===== src/rtl/grid_entry_ctrl.sv =====
// Keypad entry controller: debounces one-hot keypad codes, edits a 3x3 occupancy
// grid, and hands the grid to an external classifier on '#', presenting its verdict.
module grid_entry_ctrl #(
  parameter int DEB_CYCLES = 8,
  parameter int REL_CYCLES = 16
) (
  input  logic        clk,
  input  logic        rst,
  input  logic [11:0] key_code,
  input  logic        key_valid,
  input  logic        mlp_done,
  input  logic [1:0]  mlp_result,
  output logic [8:0]  grid,
  output logic        mlp_start,
  output logic [1:0]  result,
  output logic        result_valid,
  output logic        busy
);

  localparam int DW = $clog2(DEB_CYCLES + 1);
  localparam int RW = $clog2(REL_CYCLES + 1);

  typedef enum logic [1:0] {
    IDLE   = 2'd0,
    SUBMIT = 2'd1,
    WAIT   = 2'd2,
    SHOW   = 2'd3
  } state_t;

  logic [11:0]   cand_reg;
  logic [DW-1:0] deb_cnt_reg;
  logic [RW-1:0] rel_cnt_reg;
  logic          armed_reg;
  logic          press_reg;
  logic [11:0]   press_code_reg;

  state_t        state_reg;
  logic [8:0]    grid_reg;
  logic          mlp_start_reg;
  logic [1:0]    result_reg;
  logic          result_valid_reg;
  logic          busy_reg;

  logic key_onehot;
  logic same_key;
  logic deb_reach;
  logic rel_reach;

  assign key_onehot = $onehot(key_code);
  assign same_key   = (key_code == cand_reg);
  assign rel_reach  = !key_valid && (rel_cnt_reg == RW'(REL_CYCLES - 1));

  // True on the sample that brings the debounce counter up to DEB_CYCLES.
  always_comb begin
    deb_reach = 1'b0;
    if (key_valid && key_onehot) begin
      if (!same_key)
        deb_reach = (DEB_CYCLES == 1);
      else
        deb_reach = (deb_cnt_reg == DW'(DEB_CYCLES - 1));
    end
  end

  // Debounce and release tracking run regardless of controller state.
  always_ff @(posedge clk) begin
    if (rst) begin
      cand_reg       <= '0;
      deb_cnt_reg    <= '0;
      rel_cnt_reg    <= '0;
      armed_reg      <= 1'b1;
      press_reg      <= 1'b0;
      press_code_reg <= '0;
    end else begin
      press_reg <= deb_reach && armed_reg;
      if (deb_reach && armed_reg) begin
        armed_reg      <= 1'b0;
        press_code_reg <= key_code;
      end else if (rel_reach) begin
        armed_reg <= 1'b1;
      end

      if (key_valid) begin
        rel_cnt_reg <= '0;
        if (key_onehot) begin
          if (same_key) begin
            if (deb_cnt_reg != DW'(DEB_CYCLES))
              deb_cnt_reg <= deb_cnt_reg + DW'(1);
          end else begin
            cand_reg    <= key_code;
            deb_cnt_reg <= DW'(1);
          end
        end else begin
          cand_reg    <= '0;
          deb_cnt_reg <= '0;
        end
      end else begin
        cand_reg    <= '0;
        deb_cnt_reg <= '0;
        if (rel_cnt_reg != RW'(REL_CYCLES))
          rel_cnt_reg <= rel_cnt_reg + RW'(1);
      end
    end
  end

  always_ff @(posedge clk) begin
    if (rst) begin
      state_reg        <= IDLE;
      grid_reg         <= '0;
      mlp_start_reg    <= 1'b0;
      result_reg       <= 2'b00;
      result_valid_reg <= 1'b0;
      busy_reg         <= 1'b0;
    end else begin
      case (state_reg)
        IDLE: begin
          if (press_reg) begin
            if (|press_code_reg[8:0]) begin
              grid_reg <= grid_reg ^ press_code_reg[8:0];
            end else if (press_code_reg[9]) begin
              grid_reg <= '0;
            end else if (press_code_reg[11]) begin
              state_reg     <= SUBMIT;
              mlp_start_reg <= 1'b1;
              busy_reg      <= 1'b1;
            end
          end
        end
        SUBMIT: begin
          mlp_start_reg <= 1'b0;
          state_reg     <= WAIT;
        end
        WAIT: begin
          if (mlp_done) begin
            result_reg       <= mlp_result;
            result_valid_reg <= 1'b1;
            busy_reg         <= 1'b0;
            state_reg        <= SHOW;
          end
        end
        SHOW: begin
          // Any key dismisses the result; the key itself is swallowed.
          if (press_reg) begin
            result_valid_reg <= 1'b0;
            grid_reg         <= '0;
            state_reg        <= IDLE;
          end
        end
        default: state_reg <= IDLE;
      endcase
    end
  end

  assign grid         = grid_reg;
  assign mlp_start    = mlp_start_reg;
  assign result       = result_reg;
  assign result_valid = result_valid_reg;
  assign busy         = busy_reg;

endmodule


===== config.mk =====
export PLATFORM = sky130hd
export DESIGN_NAME = grid_entry_ctrl
export DESIGN_NICKNAME = d
export VERILOG_FILES = /design/src/rtl/grid_entry_ctrl.sv
export SDC_FILE = /design/constraint.sdc
export NUM_CORES = 1
export LEC_CHECK = 0
export BUFFER_PORTS_ARGS = -buffer_cell sky130_fd_sc_hd__buf_2
export CAP_MARGIN = 5
export CORE_UTILIZATION = 45
export CTS_CLUSTER_DIAMETER = 80
export DETAILED_ROUTE_END_ITERATION = 12
export REMOVE_ABC_BUFFERS = 1
export SLEW_MARGIN = 20
export SYNTH_ARGS = -nofsm -noshare
export SYNTH_HDL_FRONTEND = slang
export SYNTH_SLANG_ARGS = --single-unit

===== constraint.sdc =====
create_clock -name clk -period 5.6 [get_ports clk]
set_clock_uncertainty 0.2 [all_clocks]
set_input_delay 0.84 -clock clk [delete_from_list [all_inputs] [get_ports clk]]
set_output_delay 0.84 -clock clk [all_outputs]
set_load 0.05 [all_outputs]

==> reports/metrics.cfg, run 1 <==
[clock_tree]
ctsResizeCount = 0
postCtsHoldBufs = 0
cts_tree = built
clock_path_buffers = 2
clock_sinks = 50
insertion_delay_ps = 300
cts_setup_buffers = 0
h-tree-depth = 2
root_buffer = clkbuf_8
cts_buffers = 5
clkSlewWorstSetupHoldPaths_ps = 90

[placement]
io_buffer_count = 31
pre_cts_ws_ps = 252.5
post-dp-hpwl_mm = 3.600
gp_congestion = 0.7876

[synthesis]
ys_async_sr_fraction = 0
yosys_warnings = 0
synthAdderAreaFrac = 0.1122
synth-edff-count = 0
synth_compound_area_frac = 0.1159
synth_area_per_cell_um2 = 9.537
synth-simple-area-share = 0.2142
seq_area_frac_synth = 0.3709
synth_area_um2 = 2699
synth-seq-cells = 50
synth_xor_area_frac = 0.05841
synthCells = 283
synth_top_family_by_area = simple AND/OR/NAND/NOR gates
muxShareOfSynthArea = 0.05192
ys_types = 49
synthFlopType = dfxtp_1

[floorplan]
core_region_area_um2 = 5642
io_pins = 32
die_area_um2 = 6312
die_w_um = 79.45
start_util = 0.4784
die_h_um = 79.45
num_rows = 27

[worst_hold_path]
min_path_type = reg2reg
min-delay-start = result[0]

[timing]
drv_slew = 0
fin_ws_ps = 590.6
max_slew_margin = 0.4521
hold_viol = 0
tns_ps = 0
min_period_ps = 5009
fin_crit_sh = 0.8945
worstMarginPinSlew_ps = 810.5
fmax_mhz = 199.6
setup_viol = 0
rsz0062_at_grt = no

[run_status]
status = finished clean

[final_layout]
final-seq-area_um2 = 1001
drive_above_1_share = 0.1624
multi_input_area_um2 = 1491
fillers = 533
area_growth_pct = 12.01
nets = 352
largest_reg_flops = 12
antenna_cells = 0

[power]
pwr-share-clk = 0.341
p_int_w = 0.0005678
power_w = 0.0007630
peakVddDrop_v = 0.0001736
swShare = 0.2558
combPwrFrac = 0.176
powerDensity_nw_per_um2 = 252.4
leakage_nw = 1.149
pwr-share-seq = 0.483
power.switching_w = 0.0001952

[job]
drv_cap = 0

[critical_path]
r2r_setup_slack_ps = 3380
path_class = in2reg
r2r_start = press_code_reg[5]
r2r_cells = 4
arrival_ps = 5000
cp-endpoint = armed_reg
critical_path_required_ps = 5590
critPathLaunch = key_code[0]
crit_fanout = 5
cp-end-kind = flop
timing.rr.end = state_reg[1]
critPathLaunchType = primary input

[route]
drtAntennaViolNets = 0
first_pass_iters = 4
drtIter0Drc = 102
vias_per_cell = 5.018
post-route-drc-count = 0
wirelength_mm = 4.863
wl_per_cell_um = 12.60
vias = 1937

[grt]
grt_max_degree = 55
grt_pass1_wl_mm = 8.369
grt.total_usage = 0.1707
global_route.overflow_total = 0
grt_pass1_vias = 1747
grt_antenna_before_repair = 0

-- per-layer routing --
layer,up-vias,track usage,wire length [um]
met5,-,0,0
met4,0,0.06182,76
met3,6,0.03429,139
met2,30,0.2573,2105
met1,881,0.2398,2541
li1,1020,-,-
-- layout make-up --
class / count / share of cell area
inverters: 42 / 0.05215
flip-flops and latches: 50 / 0.3311
multi-input cells: 182 / 0.4934
clock inverters: 1 / 0.009934
clock buffers: 6 / 0.02732
repair buffers: 33 / 0.05629
well taps: 72 / 0.02980
-- power groups by stage --
stage	Clock, W	Combinational [W]	Sequential (W)
3_5_place_dp	0	0.000136	0.000377
5_1_grt	0.000282	0.000155	0.000370
2_1_floorplan	0	0.0000972	0.000376
3_3_place_gp	0	0.000136	0.000377
6_report	0.000260	0.000134	0.000369
4_1_cts	0.000270	0.000137	0.000369
-- worst min path at each step --
| stage | to | slack (ps) | cells after the start |
|---|---|---|---|
| 2_1_floorplan | press_code_reg[11] | 250 | 2 |
| 3_3_place_gp | result[1] | 240 | 2 |
| 3_5_place_dp | result[1] | 250 | 2 |
| 4_1_cts | result[1] | 260 | 2 |
| 5_1_grt | result[1] | 280 | 2 |
| 6_report | result[0] | 260 | 2 |
-- critical path, cell delays in order --
cell,delay (ps)
buf_2,130
fa_1,510
fa_1,520
inv_1,50
fa_1,490
fa_1,410
inv_1,70
ha_1,160
inv_1,60
fa_1,370
a211o_1,320
a2111oi_4,360
or4b_4,530
o32a_1,180
-- cells in the mapped netlist (2+ instances only) --
library cell,number,area (um2)
and2_1,9,56.30
and2_2,3,22.52
ha_1,13,162.7
nand4b_1,2,17.52
xor2_1,3,26.28
inv_1,42,157.7
a21oi_1,5,25.02
fa_1,7,140.1
or3_1,11,68.82
nand2_1,5,18.77
nor2_1,10,37.54
nand4_1,3,18.77
nand3_1,5,25.02
xnor2_1,15,131.4
a31oi_1,2,12.51
nand2b_1,26,162.7
nor3_1,4,20.02
a211oi_1,10,75.07
nor4_1,2,12.51
o32ai_1,9,78.83
clkbuf_1,6,22.52
dfxtp_1,50,1001
mux2i_1,14,140.1
nand3b_1,2,15.01
-- cells by family (layout without fill, tap and decap cells) --
group / count (synthesis) / in the layout
and+or+nand+nor: 92 / 92
buffers and inverters: 51 / 82
DFF: 50 / 50
AOI/OAI and AO/OA: 38 / 38
adders and majority gates: 20 / 20
xor gates and xnor gates: 18 / 18
muxes: 14 / 14
-- layout by cell type, fill, tap and decap left out, types with 9 or more instances in the layout --
master / instances
xnor2_1: 15
inv_1: 42
dfxtp_1: 50
buf_2: 31
a211oi_1: 10
o32ai_1: 9
ha_1: 13
or3_1: 11
nor2_1: 10
and2_1: 9
nand2b_1: 26
mux2i_1: 14
-- metrics by stage --
stage                     area (um2)    util  hold WS (ps)  instances
after global placement          2910  0.5159         242.5        379
after detailed placement        2910  0.5159         248.3        379
after floorplan                 2650       -         248.2        274
after CTS                       3023  0.5358         262.2        386
after global routing            3023  0.5358         280.5        386
final                           3023  0.5358         257.8        386
(Power assumes the default switching activity.)
==> run 2, diff against run 1 <==
==> constraint.sdc (replaced) <==
create_clock -name clk -period 5.3 [get_ports clk]
set_clock_uncertainty 0.2 [all_clocks]
set_input_delay 0.265 -clock clk [delete_from_list [all_inputs] [get_ports clk]]
set_output_delay 0.265 -clock clk [all_outputs]
set_load 0.05 [all_outputs]
==> run 2 against run 1 <==
Against the previous run:
- sequential power up 5.7%
- critical path type unchanged
- cell area up 0.29%
- via count increased by 0.15%
- largest cell class unchanged
- wire length grew 0.31%
- sequential share of layout area is 0.096 points lower
- flip-flop and latch count did not move
- highest routed layer unchanged
- clock power is 13% lower
- core utilization is 0.16 points higher
- count of clock-buffer cells in the layout is 1 higher
==> reports/metrics.cfg, run 2 (same netlist as run 1, synthesis figures left out) <==
[run_status]
status = finished clean

[critical_path]
path_class = in2reg
critPathLaunch = key_code[0]
r2r_setup_slack_ps = 3100
crit_buf_inv = 4
cpPeakStageDelay_ps = 530
timing.rr.end = state_reg[1]
r2r_cells = 4
crit_family = adder cells
arrival_ps = 4440
critPathLaunchType = primary input
critical_path_required_ps = 5300
cp-endpoint = armed_reg
crit_chain = buf_2 > fa_1 > fa_1 > inv_1 > fa_1 > fa_1 > inv_1 > ha_1 > inv_1 > fa_1 > a211o_1 > a2111oi_4 > or4b_4 > o32a_1
worst_path_max_delay_cell = or4b_4
path_common_cell = fa_1
cp-end-kind = flop
cp_num_cells = 14
crit_fanout = 5
r2r_start = press_code_reg[5]

[clock_tree]
clock_path_buffers = 2
insertion_delay_ps = 310
cts_buffers = 5
cts_tree = built
root_buffer = clkbuf_8
clkSlewWorstSetupHoldPaths_ps = 80
ctsResizeCount = 0
clock_sinks = 50
h-tree-depth = 2

[power]
powerDensity_nw_per_um2 = 251.4
p_int_w = 0.0005564
swShare = 0.2701
power.switching_w = 0.0002059
peakVddDrop_v = 0.0001791
leakage_nw = 1.152
pwr-share-seq = 0.511
combPwrFrac = 0.191
pwr-share-clk = 0.298

[floorplan]
num_rows = 27
die_area_um2 = 6312
die_w_um = 79.45
core_region_area_um2 = 5642
io_pins = 32
start_util = 0.4784
die_h_um = 79.45

[timing]
drv_slew = 0
setup_viol = 0
tns_ps = 0
max_slew_margin = 0.4251
worstMarginPinSlew_ps = 850.3
hold_viol = 0
min_period_ps = 4441
fin_crit_sh = 0.8379
rsz0062_at_grt = no
fmax_mhz = 225.2

[final_layout]
largest_reg_flops = 12
area_growth_pct = 12.33
nets = 355
drive_above_1_share = 0.1604
layout.cells.most_common = dfxtp_1
antenna_cells = 0
most-common-layout-cells = 50 x dfxtp_1, 42 x inv_1, 31 x buf_2, 26 x nand2b_1, 15 x xnor2_1
stdcell_count = 390

[grt]
grt_max_degree = 55
grt_pass1_wl_mm = 8.528
global_route.overflow_total = 0
grt_pass1_vias = 1783
grt.total_usage = 0.1753
grt_antenna_before_repair = 0

[worst_hold_path]
min_path_type = in2reg
whs_path_depth = 2

[route]
post-route-drc-count = 0
first_pass_iters = 4
drtIter0Drc = 56
wl_per_cell_um = 12.51
vias_per_cell = 4.974
wirelength_mm = 4.878
vias = 1940
drtAntennaViolNets = 0

[placement]
dp_cells = 379
gp_congestion = 0.7876
post-dp-hpwl_mm = 3.625
io_buffer_count = 31

[job]
drv_cap = 0

[run 2: cell count changes in the layout (fill, tap and decap cells not counted)]
| cell | delta |
|---|---|
| clkinv_2 | +1 |
| bufinv_16 | -1 |
| dlygate4sd3_1 | +3 |
| clkbuf_1 | +1 |
[run 2: layer usage]
metal / track usage / up-vias / share of wire
li1: - / 1027 / -
met1: 0.2361 / 875 / 0.52
met2: 0.2684 / 30 / 0.43
met3: 0.03429 / 8 / 0.028
met4: 0.08182 / 0 / 0.019
met5: 0 / - / 0
[run 2: timing repair]
action	4_1_cts	5_1_grt
buffers inserted	0	0
hold endpoints to repair	4	0
hold buffers	3	0
[run 2: final cells by class]
cell class | count | area (um2)
Inverter | 42 | 157.7
Timing Repair Buffer | 36 | 200.2
Multi-Input combinational cell | 182 | 1491
Clock inverter | 1 | 5.005
Sequential cell | 50 | 1001
Clock buffer | 7 | 86.33
Tap cell | 72 | 90.09
Fill cell | 535 | 2610
[run 2: worst reg2reg max path: stages (launching register included)]
cell and delay, ps:
dfxtp_1 350, or4_4 570, nor4_1 530, o221a_2 330
mux2i_1 170
[run 2: power by group through the flow]
stage / clock [W] / combinational, W / sequential, W
after detailed placement: 0 / 0.000146 / 0.000398
after CTS: 0.000242 / 0.000148 / 0.000390
after global placement: 0 / 0.000144 / 0.000398
after floorplan: 0 / 0.000103 / 0.000398
after global routing: 0.000254 / 0.000170 / 0.000391
final: 0.000227 / 0.000145 / 0.000390
[run 2: worst min path at each step]
stage	start	end	slack, ps
after floorplan	rst	result[0]	130
after global placement	result[1]	result[1]	240
after detailed placement	result[1]	result[1]	250
after CTS	key_code[9]	cand_reg[9]	10
after global routing	key_code[9]	cand_reg[9]	20
final	key_code[9]	cand_reg[9]	30
[run 2: through the flow]
step	total power, W	utilization	setup slack, ps	instance area, um2	hold slack, ps
6_report	0.0007623	0.5374	859.0	3032	33.79
3_3_place_gp	0.0005424	0.5159	587.6	2910	242.5
3_5_place_dp	0.0005439	0.5159	516.0	2910	246.6
2_1_floorplan	0.0005002	-	319.4	2650	134.1
4_1_cts	0.0007797	0.5374	850.5	3032	13.34
5_1_grt	0.0008144	0.5374	652.5	3032	24.04
==> run 3, diff against run 2 <==
PLACE_DENSITY = 0.67   (was unset)
clock period = 3.6 ns   (was 5.3 ns; I/O delays follow)
==> run 3 against run 2 <==
Against the previous run:
- the run now ends with negative setup slack left
- worst setup slack got worse by 1500 ps
- count of clock-buffer cells in the layout fell by 2
- flip-flop and latch count did not move
- total power rose by 61%
- first-iteration DRC count rose by 36%
- clock power rose by 78%
- worst hold slack got worse by 15 ps
- highest routed layer unchanged
==> reports/metrics.cfg, run 3 (same netlist as run 1, synthesis figures left out) <==
[run_status]
status = finished, violations left
failed_checks = negative setup slack

[clock_tree]
clock_path_buffers = 2
insertion_delay_ps = 310
clock_sinks = 50
clkSlewWorstSetupHoldPaths_ps = 90
cts_tree = built
cts_buffers = 5
root_buffer = clkbuf_8
h-tree-depth = 2

[worst_hold_path]
min_path_type = in2reg
min-delay-start = key_code[8]
whs_path_depth = 3
min_to = cand_reg[8]

[placement]
gp_congestion = 0.8127
post-dp-hpwl_mm = 3.813
dpl-instance-area_um2 = 2985
io_buffer_count = 31

[timing]
rsz0062_at_grt = yes
drv_slew = 0
min_period_ps = 4274
worstMarginPinSlew_ps = 801.7
setup_viol = 29
hold_viol = 0
max_slew_margin = 0.4655
fin_crit_sh = 1.187
fmax_mhz = 233.9
fin_ws_ps = -674.5

[final_layout]
antenna_cells = 0
largest_reg_flops = 12
layout.cells.most_common = dfxtp_1
fillers = 507
area_growth_pct = 21.51
nets = 375
most-common-layout-cells = 50 x dfxtp_1, 40 x inv_1, 29 x buf_2, 26 x nand2b_1, 15 x xnor2_1
final_cell_area_um2 = 3279
drive_above_1_share = 0.2160

[grt]
grt.total_usage = 0.1893
global_route.overflow_total = 0
grt_antenna_before_repair = 0
grt_pass1_vias = 2040
grt_max_degree = 55
grt_pass1_wl_mm = 9.439

[critical_path]
arrival_ps = 4260
crit_family = adder cells
critPathLaunch = key_code[3]
worst_path_max_delay_cell = or4b_4
cpPeakStageDelay_ps = 550
crit_chain = buf_6 > fa_1 > fa_1 > inv_1 > fa_1 > fa_1 > inv_2 > ha_4 > inv_2 > fa_2 > nand4b_1 > a2111oi_4 > or4b_4 > o32a_1
cp-end-kind = flop
r2r_start = press_code_reg[5]
critical_path_required_ps = 3590
r2r_cells = 4
r2r_setup_slack_ps = 1350
critPathLaunchType = primary input
path_common_cell = fa_1
cp_num_cells = 14
timing.rr.end = state_reg[1]
crit_buf_inv = 4
crit_fanout = 4
path_class = in2reg

[route]
drtAntennaViolNets = 0
wl_per_cell_um = 13.00
post-route-drc-count = 0
wirelength_mm = 5.330
vias = 2067
drtIter0Drc = 76
vias_per_cell = 5.041
first_pass_iters = 4

[power]
leakage_nw = 1.272
peakVddDrop_v = 0.0002050
powerDensity_nw_per_um2 = 375.0
power_w = 0.001230

[job]
drv_cap = 0

[floorplan]
die_w_um = 79.45
num_rows = 27
io_pins = 32
start_util = 0.4784
die_area_um2 = 6312
core_region_area_um2 = 5642
die_h_um = 79.45

==> run 3: cell types whose count changed in the layout (fill, tap and decap cells not counted), moves of 2 or more <==
| cell | before | now |
|---|---|---|
| buf_4 | 2 | 12 |
| dlygate4sd3_1 | 3 | 10 |
| buf_6 | 0 | 5 |
| nor2_1 | 10 | 7 |
| nor2_2 | 0 | 3 |
| buf_2 | 31 | 29 |
| inv_1 | 42 | 40 |
| inv_2 | 0 | 2 |
==> run 3: repair_timing <==
action,CTS,global route
buffers inserted,2,1
cloned,1,0
hold endpoints to repair,12,0
hold buffers,10,0
gates resized for setup,10,8
pin swaps,7,1
endpoints found under the setup margin,29,29
==> run 3: cell type report <==
cell class              instances  area, um2  area share
multi-input cells             182       1526      0.4655
flip-flops and latches         50       1001      0.3052
repair buffers                 56      391.6      0.1194
inverters                      42      157.7     0.04807
well taps                      72      90.09     0.02747
clock buffers                   5      68.82     0.02098
clock inverters                 3      43.79     0.01335
==> run 3: worst reg2reg max path, stage by stage (launching register included) <==
cell,delay (ps)
dfxtp_1,350
or4_4,570
nor4_1,540
o221a_2,330
mux2i_1,180
==> run 3: worst max path at each step <==
stage                                   end  slack (ps)
final                             armed_reg        -670
after global routing              armed_reg        -780
after CTS                 press_code_reg[7]        -670
after detailed placement          armed_reg       -1090
after global placement            armed_reg       -1010
after floorplan           press_code_reg[0]       -1300
==> run 3: through the flow <==
step | setup WS, ps | TNS [ps] | hold slack (ps) | utilization | std cells
after global routing | -781.0 | -16300 | 19.20 | 0.5813 | 410
after floorplan | -1296 | -23920 | 49.07 | - | 274
final | -674.5 | -12790 | 19.23 | 0.5813 | 410
after CTS | -673.1 | -13320 | 13.57 | 0.5749 | 409
after detailed placement | -1094 | -25090 | 245.2 | 0.5292 | 389
after global placement | -1010 | -23040 | 239.0 | 0.5292 | 389
==> run 3: per-layer routing <==
layer | global-route usage | wire length, um | part of all wire
met5 | 0 | 0 | 0
met4 | 0.04364 | 25 | 0.0047
met3 | 0.03429 | 139 | 0.026
met2 | 0.3256 | 2580 | 0.48
met1 | 0.2440 | 2584 | 0.48
==> run 3: power by group <==
group	switching [W]	internal (W)	total, W
logic	0.000128	0.000123	0.000252
registers	0.00000724	0.000567	0.000574
clock network	0.000196	0.000209	0.000404
total	0.000331	0.000899	0.00123
